`src/rtl/mem_access_ctrl_if.sv`:
```
// mem_access_ctrl_if: pipeline-side and memory-side signals of the MEM-stage
// load/store sequencer, bundled so the sequencer and its environment share one
// definition. Opcode and data-width macros are provided here when no
// surrounding core has defined them.
//
// Handshake summary:
//   Pipeline side: an access is taken in an IDLE cycle where lsu_i_valid is
//   high with a memory opcode; lsu_o_stall (combinational) tells the pipeline
//   to hold the instruction; lsu_o_done pulses for exactly one cycle when the
//   access retires, with lsu_o_err and lsu_o_rdata valid in that cycle.
//   Memory side: lsu_o_mem_req is held high with lsu_o_mem_we, lsu_o_mem_addr
//   and lsu_o_mem_wdata stable until a cycle in which lsu_i_mem_ack is high;
//   lsu_i_mem_rdata is only looked at in that cycle. Ack without req is ignored.

`ifndef OPCODE_WIDTH
`define OPCODE_WIDTH 4
`endif
`ifndef DWIDTH
`define DWIDTH 32
`endif
`ifndef LOAD
`define LOAD               4'd1
`define LOAD_BYTE          4'd2
`define LOAD_HALF          4'd3
`define LOAD_BYTE_UNSIGNED 4'd4
`define LOAD_HALF_UNSIGNED 4'd5
`define STORE              4'd6
`define STORE_BYTE         4'd7
`define STORE_HALF         4'd8
`endif

interface mem_access_ctrl_if #(
  parameter int AWIDTH = 32
);
  logic                     lsu_i_valid;
  logic [`OPCODE_WIDTH-1:0] lsu_i_opcode;
  logic [AWIDTH-1:0]        lsu_i_addr;
  logic [`DWIDTH-1:0]       lsu_i_wdata;
  logic                     lsu_o_stall;
  logic                     lsu_o_done;
  logic [`DWIDTH-1:0]       lsu_o_rdata;
  logic                     lsu_o_err;
  logic                     lsu_o_mem_req;
  logic                     lsu_o_mem_we;
  logic [AWIDTH-1:0]        lsu_o_mem_addr;
  logic [`DWIDTH-1:0]       lsu_o_mem_wdata;
  logic                     lsu_i_mem_ack;
  logic [`DWIDTH-1:0]       lsu_i_mem_rdata;
  // Debug view of the sequencer state (IDLE=0 READ=1 WRITE=2 RMW_RD=3 RMW_WR=4 DONE=5)
  logic [2:0]               lsu_o_dbg_state;

  // Environment: pipeline plus data memory
  modport master (
    output lsu_i_valid, lsu_i_opcode, lsu_i_addr, lsu_i_wdata,
    output lsu_i_mem_ack, lsu_i_mem_rdata,
    input  lsu_o_stall, lsu_o_done, lsu_o_rdata, lsu_o_err,
    input  lsu_o_mem_req, lsu_o_mem_we, lsu_o_mem_addr, lsu_o_mem_wdata,
    input  lsu_o_dbg_state
  );

  // The sequencer itself
  modport slave (
    input  lsu_i_valid, lsu_i_opcode, lsu_i_addr, lsu_i_wdata,
    input  lsu_i_mem_ack, lsu_i_mem_rdata,
    output lsu_o_stall, lsu_o_done, lsu_o_rdata, lsu_o_err,
    output lsu_o_mem_req, lsu_o_mem_we, lsu_o_mem_addr, lsu_o_mem_wdata,
    output lsu_o_dbg_state
  );
endinterface

```
`src/rtl/mem_access_ctrl.sv`:
```
// mem_access_ctrl: multi-cycle data-memory access sequencer for the MEM stage.
// One load/store at a time; word-addressed req/ack memory; byte/half stores
// are done as read-modify-write; load data is returned lane-shifted and
// sign/zero-extended. Little-endian lanes, data path fixed at 32 bits.
// Optional feature macro: MEM_ACCESS_MISALIGN_TRAP_EN -- when defined,
// misaligned half/word accesses skip memory and retire with err=1.

`ifndef OPCODE_WIDTH
`define OPCODE_WIDTH 4
`endif
`ifndef DWIDTH
`define DWIDTH 32
`endif
`ifndef LOAD
`define LOAD               4'd1
`define LOAD_BYTE          4'd2
`define LOAD_HALF          4'd3
`define LOAD_BYTE_UNSIGNED 4'd4
`define LOAD_HALF_UNSIGNED 4'd5
`define STORE              4'd6
`define STORE_BYTE         4'd7
`define STORE_HALF         4'd8
`endif

module mem_access_ctrl #(
  parameter int AWIDTH         = 32,
  parameter int TIMEOUT_CYCLES = 255
) (
  input  logic              lsu_i_clk,
  input  logic              lsu_i_rst,
  mem_access_ctrl_if.slave  bus
);

  typedef enum logic [2:0] {
    S_IDLE   = 3'd0,
    S_READ   = 3'd1,
    S_WRITE  = 3'd2,
    S_RMW_RD = 3'd3,
    S_RMW_WR = 3'd4,
    S_DONE   = 3'd5
  } state_t;

  state_t                   state_q;
  logic [`OPCODE_WIDTH-1:0] op_q;
  logic [1:0]               lane_q;
  logic [`DWIDTH-1:0]       store_q;
  logic [`DWIDTH-1:0]       mem_wdata_q;
  logic [`DWIDTH-1:0]       rdata_q;
  logic [AWIDTH-1:0]        mem_addr_q;
  logic                     req_q;
  logic                     we_q;
  logic                     done_q;
  logic                     err_q;
  logic [31:0]              tmo_q;
  logic                     tmo_hit;
  logic                     trap;
  logic                     accept;

  function automatic logic is_load(input logic [`OPCODE_WIDTH-1:0] op);
    return (op == `LOAD) || (op == `LOAD_BYTE) || (op == `LOAD_HALF) ||
           (op == `LOAD_BYTE_UNSIGNED) || (op == `LOAD_HALF_UNSIGNED);
  endfunction

  function automatic logic is_mem(input logic [`OPCODE_WIDTH-1:0] op);
    return is_load(op) || (op == `STORE) || (op == `STORE_BYTE) || (op == `STORE_HALF);
  endfunction

  // Pick the addressed lane out of the read word and extend it to 32 bits.
  function automatic logic [`DWIDTH-1:0] load_extend(input logic [`OPCODE_WIDTH-1:0] op,
                                                     input logic [1:0] lane,
                                                     input logic [`DWIDTH-1:0] word);
    logic [7:0]         b;
    logic [15:0]        h;
    logic [`DWIDTH-1:0] r;
    b = word[{lane, 3'b000} +: 8];
    h = word[{lane[1], 4'b0000} +: 16];
    case (op)
      `LOAD_BYTE:          r = {{24{b[7]}}, b};
      `LOAD_BYTE_UNSIGNED: r = {24'd0, b};
      `LOAD_HALF:          r = {{16{h[15]}}, h};
      `LOAD_HALF_UNSIGNED: r = {16'd0, h};
      default:             r = word;
    endcase
    return r;
  endfunction

  // Insert the low byte/half of the store data into the word read back.
  function automatic logic [`DWIDTH-1:0] store_merge(input logic [`OPCODE_WIDTH-1:0] op,
                                                     input logic [1:0] lane,
                                                     input logic [`DWIDTH-1:0] word,
                                                     input logic [`DWIDTH-1:0] data);
    logic [`DWIDTH-1:0] r;
    r = word;
    if (op == `STORE_BYTE) r[{lane, 3'b000} +: 8] = data[7:0];
    else                   r[{lane[1], 4'b0000} +: 16] = data[15:0];
    return r;
  endfunction

`ifdef MEM_ACCESS_MISALIGN_TRAP_EN
  function automatic logic misaligned(input logic [`OPCODE_WIDTH-1:0] op, input logic [1:0] a);
    logic half_op;
    logic word_op;
    half_op = (op == `LOAD_HALF) || (op == `LOAD_HALF_UNSIGNED) || (op == `STORE_HALF);
    word_op = (op == `LOAD) || (op == `STORE);
    return (half_op && a[0]) || (word_op && (a != 2'b00));
  endfunction
  // Misaligned accesses bypass memory entirely
  assign trap = misaligned(bus.lsu_i_opcode, bus.lsu_i_addr[1:0]);
`else
  assign trap = 1'b0;
`endif

  assign accept  = bus.lsu_i_valid && is_mem(bus.lsu_i_opcode);
  assign tmo_hit = (TIMEOUT_CYCLES != 0) && (tmo_q == 32'(TIMEOUT_CYCLES - 1));

  // Stall: a new access is being taken, or one is waiting on memory
  assign bus.lsu_o_stall = ((state_q == S_IDLE) && accept) ||
                           (state_q == S_READ)   || (state_q == S_WRITE) ||
                           (state_q == S_RMW_RD) || (state_q == S_RMW_WR);

  assign bus.lsu_o_done      = done_q;
  assign bus.lsu_o_err       = err_q;
  assign bus.lsu_o_rdata     = rdata_q;
  assign bus.lsu_o_mem_req   = req_q;
  assign bus.lsu_o_mem_we    = we_q;
  assign bus.lsu_o_mem_addr  = mem_addr_q;
  assign bus.lsu_o_mem_wdata = mem_wdata_q;
  assign bus.lsu_o_dbg_state = state_q;

  // Access sequencer: state, memory request and result registers
  always_ff @(posedge lsu_i_clk) begin
    if (lsu_i_rst) begin
      state_q     <= S_IDLE;
      op_q        <= '0;
      lane_q      <= '0;
      store_q     <= '0;
      mem_wdata_q <= '0;
      rdata_q     <= '0;
      mem_addr_q  <= '0;
      req_q       <= 1'b0;
      we_q        <= 1'b0;
      done_q      <= 1'b0;
      err_q       <= 1'b0;
      tmo_q       <= '0;
    end else begin
      case (state_q)
        S_IDLE: begin
          done_q <= 1'b0;
          err_q  <= 1'b0;
          if (accept) begin
            op_q       <= bus.lsu_i_opcode;
            lane_q     <= bus.lsu_i_addr[1:0];
            store_q    <= bus.lsu_i_wdata;
            mem_addr_q <= {bus.lsu_i_addr[AWIDTH-1:2], 2'b00};
            tmo_q      <= '0;
            if (trap) begin
              state_q <= S_DONE;
              done_q  <= 1'b1;
              err_q   <= 1'b1;
              if (is_load(bus.lsu_i_opcode)) rdata_q <= '0;
            end else if (is_load(bus.lsu_i_opcode)) begin
              state_q <= S_READ;
              req_q   <= 1'b1;
              we_q    <= 1'b0;
            end else if (bus.lsu_i_opcode == `STORE) begin
              state_q     <= S_WRITE;
              req_q       <= 1'b1;
              we_q        <= 1'b1;
              mem_wdata_q <= bus.lsu_i_wdata;
            end else begin
              state_q <= S_RMW_RD;
              req_q   <= 1'b1;
              we_q    <= 1'b0;
            end
          end
        end
        S_READ, S_RMW_RD: begin
          if (bus.lsu_i_mem_ack) begin
            tmo_q <= '0;
            if (state_q == S_READ) begin
              req_q   <= 1'b0;
              rdata_q <= load_extend(op_q, lane_q, bus.lsu_i_mem_rdata);
              done_q  <= 1'b1;
              state_q <= S_DONE;
            end else begin
              we_q        <= 1'b1;
              mem_wdata_q <= store_merge(op_q, lane_q, bus.lsu_i_mem_rdata, store_q);
              state_q     <= S_RMW_WR;
            end
          end else if (tmo_hit) begin
            // Abort; a timed-out RMW read never reaches its write phase
            req_q   <= 1'b0;
            done_q  <= 1'b1;
            err_q   <= 1'b1;
            if (state_q == S_READ) rdata_q <= '0;
            state_q <= S_DONE;
          end else begin
            tmo_q <= tmo_q + 32'd1;
          end
        end
        S_WRITE, S_RMW_WR: begin
          if (bus.lsu_i_mem_ack || tmo_hit) begin
            req_q   <= 1'b0;
            we_q    <= 1'b0;
            done_q  <= 1'b1;
            err_q   <= !bus.lsu_i_mem_ack;
            state_q <= S_DONE;
          end else begin
            tmo_q <= tmo_q + 32'd1;
          end
        end
        S_DONE: begin
          done_q  <= 1'b0;
          err_q   <= 1'b0;
          state_q <= S_IDLE;
        end
        default: state_q <= S_IDLE;
      endcase
    end
  end

endmodule
```
`src/flat_wrapper.sv`:
```
// flat-port wrapper written by rule: the top's interface ports become plain ports
module mem_access_ctrl_flat 
#(
  parameter int AWIDTH         = 32,
  parameter int TIMEOUT_CYCLES = 255
)
  (lsu_i_clk, lsu_i_rst, bus_lsu_i_valid, bus_lsu_i_opcode, bus_lsu_i_addr, bus_lsu_i_wdata, bus_lsu_i_mem_ack, bus_lsu_i_mem_rdata, bus_lsu_o_stall, bus_lsu_o_done, bus_lsu_o_rdata, bus_lsu_o_err, bus_lsu_o_mem_req, bus_lsu_o_mem_we, bus_lsu_o_mem_addr, bus_lsu_o_mem_wdata, bus_lsu_o_dbg_state);
  mem_access_ctrl_if #(.AWIDTH(AWIDTH)) bus_i ();
  input  logic lsu_i_clk;
  input  logic lsu_i_rst;
  input wire logic [$bits(bus_i.lsu_i_valid)-1:0] bus_lsu_i_valid;
  input wire logic [$bits(bus_i.lsu_i_opcode)-1:0] bus_lsu_i_opcode;
  input wire logic [$bits(bus_i.lsu_i_addr)-1:0] bus_lsu_i_addr;
  input wire logic [$bits(bus_i.lsu_i_wdata)-1:0] bus_lsu_i_wdata;
  input wire logic [$bits(bus_i.lsu_i_mem_ack)-1:0] bus_lsu_i_mem_ack;
  input wire logic [$bits(bus_i.lsu_i_mem_rdata)-1:0] bus_lsu_i_mem_rdata;
  output wire logic [$bits(bus_i.lsu_o_stall)-1:0] bus_lsu_o_stall;
  output wire logic [$bits(bus_i.lsu_o_done)-1:0] bus_lsu_o_done;
  output wire logic [$bits(bus_i.lsu_o_rdata)-1:0] bus_lsu_o_rdata;
  output wire logic [$bits(bus_i.lsu_o_err)-1:0] bus_lsu_o_err;
  output wire logic [$bits(bus_i.lsu_o_mem_req)-1:0] bus_lsu_o_mem_req;
  output wire logic [$bits(bus_i.lsu_o_mem_we)-1:0] bus_lsu_o_mem_we;
  output wire logic [$bits(bus_i.lsu_o_mem_addr)-1:0] bus_lsu_o_mem_addr;
  output wire logic [$bits(bus_i.lsu_o_mem_wdata)-1:0] bus_lsu_o_mem_wdata;
  output wire logic [$bits(bus_i.lsu_o_dbg_state)-1:0] bus_lsu_o_dbg_state;
  assign bus_i.lsu_i_valid = bus_lsu_i_valid;
  assign bus_i.lsu_i_opcode = bus_lsu_i_opcode;
  assign bus_i.lsu_i_addr = bus_lsu_i_addr;
  assign bus_i.lsu_i_wdata = bus_lsu_i_wdata;
  assign bus_i.lsu_i_mem_ack = bus_lsu_i_mem_ack;
  assign bus_i.lsu_i_mem_rdata = bus_lsu_i_mem_rdata;
  assign bus_lsu_o_stall = bus_i.lsu_o_stall;
  assign bus_lsu_o_done = bus_i.lsu_o_done;
  assign bus_lsu_o_rdata = bus_i.lsu_o_rdata;
  assign bus_lsu_o_err = bus_i.lsu_o_err;
  assign bus_lsu_o_mem_req = bus_i.lsu_o_mem_req;
  assign bus_lsu_o_mem_we = bus_i.lsu_o_mem_we;
  assign bus_lsu_o_mem_addr = bus_i.lsu_o_mem_addr;
  assign bus_lsu_o_mem_wdata = bus_i.lsu_o_mem_wdata;
  assign bus_lsu_o_dbg_state = bus_i.lsu_o_dbg_state;
  mem_access_ctrl #(.AWIDTH(AWIDTH), .TIMEOUT_CYCLES(TIMEOUT_CYCLES)) u_core (.lsu_i_clk(lsu_i_clk), .lsu_i_rst(lsu_i_rst), .bus(bus_i));
endmodule
```
`config.mk`:
```
export PLATFORM = sky130hd
export DESIGN_NAME = mem_access_ctrl_flat
export DESIGN_NICKNAME = d
export VERILOG_FILES = /design/src/rtl/mem_access_ctrl_if.sv /design/src/rtl/mem_access_ctrl.sv /design/src/flat_wrapper.sv
export SDC_FILE = /design/constraint.sdc
export NUM_CORES = 1
export LEC_CHECK = 0
export ABC_AREA = 1
export CAP_MARGIN = 25
export CORE_MARGIN = 2
export CORE_UTILIZATION = 45
export CTS_BUF_LIST = sky130_fd_sc_hd__clkbuf_4
export DETAILED_ROUTE_END_ITERATION = 10
export PLACE_DENSITY = 0.81
export REMOVE_ABC_BUFFERS = 1
export SYNTH_ARGS = -nofsm -noshare
export SYNTH_HDL_FRONTEND = slang
export SYNTH_SLANG_ARGS = --single-unit
```
`constraint.sdc`:
```
create_clock -name lsu_i_clk -period 2.4 [get_ports lsu_i_clk]
set_input_delay 0.24 -clock lsu_i_clk [delete_from_list [all_inputs] [get_ports lsu_i_clk]]
set_output_delay 0.24 -clock lsu_i_clk [all_outputs]
set_load 0.03 [all_outputs]
```
==> impl_results.md <==
* R2r worst-path depth at 7
* Max clock buf depth at 2
* Post-CTS Setup Repair Bufs at 0
* RSZ-0062 raised after global routing: no
* Worst hold stages at 2
* First DRT Iteration DRCs at between 1000 and 1500
* Hold bufs inserted after CTS at 0
* Hold path endpoint: u_core.tmo_q[1]$_SDFFE_PP0P_
* Worst skew pair latency at 0.59 ns
* Hold crit path type: in -> reg
* Met1 usage at 36.4%
* Arrival @ worst endpoint at 1.88 ns
* Final Hold Viols at 0
* Peak supply drop at 564 uV
* CTS tree: built
* Post-DP HPWL at approximately 23000 um
* Synth warn at 0
* HP Start: lsu_i_rst
* GRT overflow at 0
* Crit. End Element: output pin
* Place WS at 0.229 ns
* Clock Skew at 0.0311 ns
* Most Used Layer, Global Route: met2
* Post-cts repair resize count at 0
* RePlAce Congestion at around 0.95
* CTS sink cnt at 155
* Sequential share of the synthesized area at 33.4%
* Post-DRT Antenna Nets at 0
* Async SR Flop Fraction at 0%
* TritonRoute pass-1 iters at 7
* Die Ht at 148 um
* Post-route setup slack at about 0.28 ns
* Setup CP Type: reg -> out
* First-pass GRT wire length at 49600 um
* Power consumption at about 0.011 W
* Mean number of vias per cell at 5.53
* Die ar. at 0.0218 mm^2
* Layout cells sized above 1 at 7.00%
* EDFF count, synth at 0
* Vias in the first global route at 9677
* Slowest CP cell: dfxtp_1
* Remaining DRCs at 0
* Worst R2R Setup Slack at 0.37 ns
* Cells after Synth at 1446
* Worst-path fanout max at 6
* CP required at 2.16 ns
* LEAKAGE at 4.40 nW
* # setup viols final at 0
* Crit path cell chain: nor2_1 -> nor2_1 -> inv_1 -> nand2_1 -> nand2_4 -> buf_4
* Initial Utilization at approximately 46%
* Largest stage delay, worst path at 0.49 ns
* DIE WIDTH at 148 um
* Post-Route Setup TNS at 0 ns
* Max Slew Vio Count at 0
* Worst setup SP type: flip-flop
* CP dominant cell by count: nor2_1
* CTS buffer count at 17
* I/O Buffers at 205
* Max H-tree Level at 4
* Top Ports at between 200 and 250
* Synth Register Bits at 155
* Distinct cells, synth at 40
* Final nets at 1726
* Post-route design area at 0.0119 mm^2
* Worst r2r src: u_core.lane_q[1]$_SDFFE_PP0P_
* Netlist Area Pre-Place at between 0.009 and 0.01 mm^2
* Final core utilization at between 50 and 60%
* Run status: finished clean
* Pwr per Cell Area at 899 mW/mm^2
* DR vias at 10500
* Gr usage total at ~28%
* Max Cap Violations at 0
* Met3 Usage GRT at 6.85%
* Post-detailed-routing wire length at 31400 um
* Root Driver: clkbuf_4
* Pin count of the biggest net entering global routing at 65
* Top FF cell, synth: dfxtp_1
* Mean Syn Cell Area at approximately 6.4 um^2
* Worst-path clk slew at 0.14 ns
* Reg2Reg Capture Point: u_core.bus.lsu_o_mem_wdata[22]$_SDFFE_PP0P_
* Avg WL per Cell at between 15 and 20 um
* Initial antenna violation count at 2
* Layout area overhead at 27.6%
* Fin crit period at 2.12 ns
* Relative slew slack at 58.2%
* Post-DP Area at 0.0116 mm^2
* GR Util met2 at 45.5%
* Fin crit share at between 80% and 90%
* # rows at 52
* Fmax at 473 MHz
* Total core area at about 0.020 mm^2
* Slew of the pin with the lowest slew margin at 0.627 ns
[power breakdown]
group	leakage [nW]	total (W)	internal [W]	switching, W
logic	2.98	0.00554	0.00191	0.00363
clock network	0.162	0.00167	0.000489	0.00118
registers	1.26	0.00345	0.00309	0.000361
[cells in the final DEF (no fill, tap or decap), types with 4 or more instances in the layout]
cell type          n
o21a_1            24
inv_8              5
clkinv_8           4
nand4_1           24
o211ai_1          66
nand2_1          324
clkdlybuf4s50_1  203
o221ai_1           8
ha_1               7
inv_1            130
buf_4             34
clkbuf_4          17
dfxtp_1          155
nor2_1           170
o21ai_0          129
a21oi_1          140
nand3_1          104
o22ai_1            8
a21oi_2           13
xor2_1             5
nand2_2           11
nor3_1             4
nand2_4            4
[cells in the mapped netlist (7+ instances only)]
cell	count	share of area, %
a21oi_1	140	7.5
a21oi_2	13	1.2
buf_1	9	0.36
buf_2	21	1.1
clkbuf_1	53	2.1
dfxtp_1	155	33
ha_1	7	0.94
inv_1	131	5.3
nand2_1	324	13
nand2_2	11	0.74
nand3_1	104	5.6
nand4_1	24	1.6
nor2_1	170	6.9
o211ai_1	66	5.3
o21a_1	24	1.9
o21ai_0	129	6.9
o221ai_1	8	0.75
o22ai_1	8	0.54
[layout make-up]
class	instances	area, um^2
Tap cell	270	338
Sequential cell	155	3100
Timing Repair Buffer	240	2350
Clock buffer	17	128
Fill cell	1934	8370
Antenna cell	2	5.00
Multi-Input combinational cell	1064	5260
Inverter	137	517
Clock inverter	15	170
[cell families (layout without fill, tap and decap cells)]
group | count (synthesis) | in the layout | synth area share [%]
and+or+nand+nor | 656 | 656 | 30.1
AOI/OAI and AO/OA | 394 | 394 | 24.9
buffers and inverters | 228 | 409 | 10.1
DFF | 155 | 155 | 33.4
adders and majority gates | 7 | 7 | 0.942
xor gates and xnor gates | 5 | 5 | 0.471
other | 1 | 4 | 0.0403
[registers in the layout, summed over array words and instances (netlist names)]
name                        cells
u_core.lane_q                   2
u_core.bus.lsu_o_dbg_state      3
u_core.bus.lsu_o_mem_we         1
u_core.op_q                     4
u_core.tmo_q                   32
u_core.bus.lsu_o_done           1
u_core.bus.lsu_o_mem_req        1
u_core.bus.lsu_o_rdata         32
u_core.store_q                 16
u_core.bus.lsu_o_mem_addr      30
u_core.bus.lsu_o_mem_wdata     32
u_core.bus.lsu_o_err            1
[through the flow]
stage | instances | hold WS, ns
after floorplan | 1356 | 0.302
after global placement | 1866 | 0.432
after detailed placement | 1866 | 0.438
after CTS | 1898 | 0.0419
after global routing | 1900 | 0.0663
final | 1900 | 0.0834
[worst max-delay path: cells and delay by family, from the launching register on]
kind          cells  cell delay [ns]
buf+inv           2             0.25
flops             1             0.49
simple gates      4             0.57
[worst max path at each step]
stage | startpoint | to
final | u_core.bus.lsu_o_dbg_state[1]$_SDFFE_PP0P_ | bus_lsu_o_stall
after global routing | u_core.tmo_q[0]$_SDFFE_PP0P_ | u_core.tmo_q[30]$_SDFFE_PP0P_
after CTS | u_core.bus.lsu_o_dbg_state[1]$_SDFFE_PP0P_ | bus_lsu_o_stall
after detailed placement | bus_lsu_i_opcode[1] | u_core.tmo_q[5]$_SDFFE_PP0P_
after global placement | bus_lsu_i_opcode[1] | u_core.tmo_q[5]$_SDFFE_PP0P_
after floorplan | u_core.bus.lsu_o_dbg_state[2]$_SDFFE_PP0P_ | u_core.bus.lsu_o_mem_wdata[16]$_SDFFE_PP0P_
[per-layer routing]
metal / up-vias / wire [um]
li1: 5156 / -
met1: 4751 / 12700
met2: 524 / 14500
met3: 85 / 2980
met4: 0 / 1220
met5: - / 0
Power figures use the tool's default switching activity.
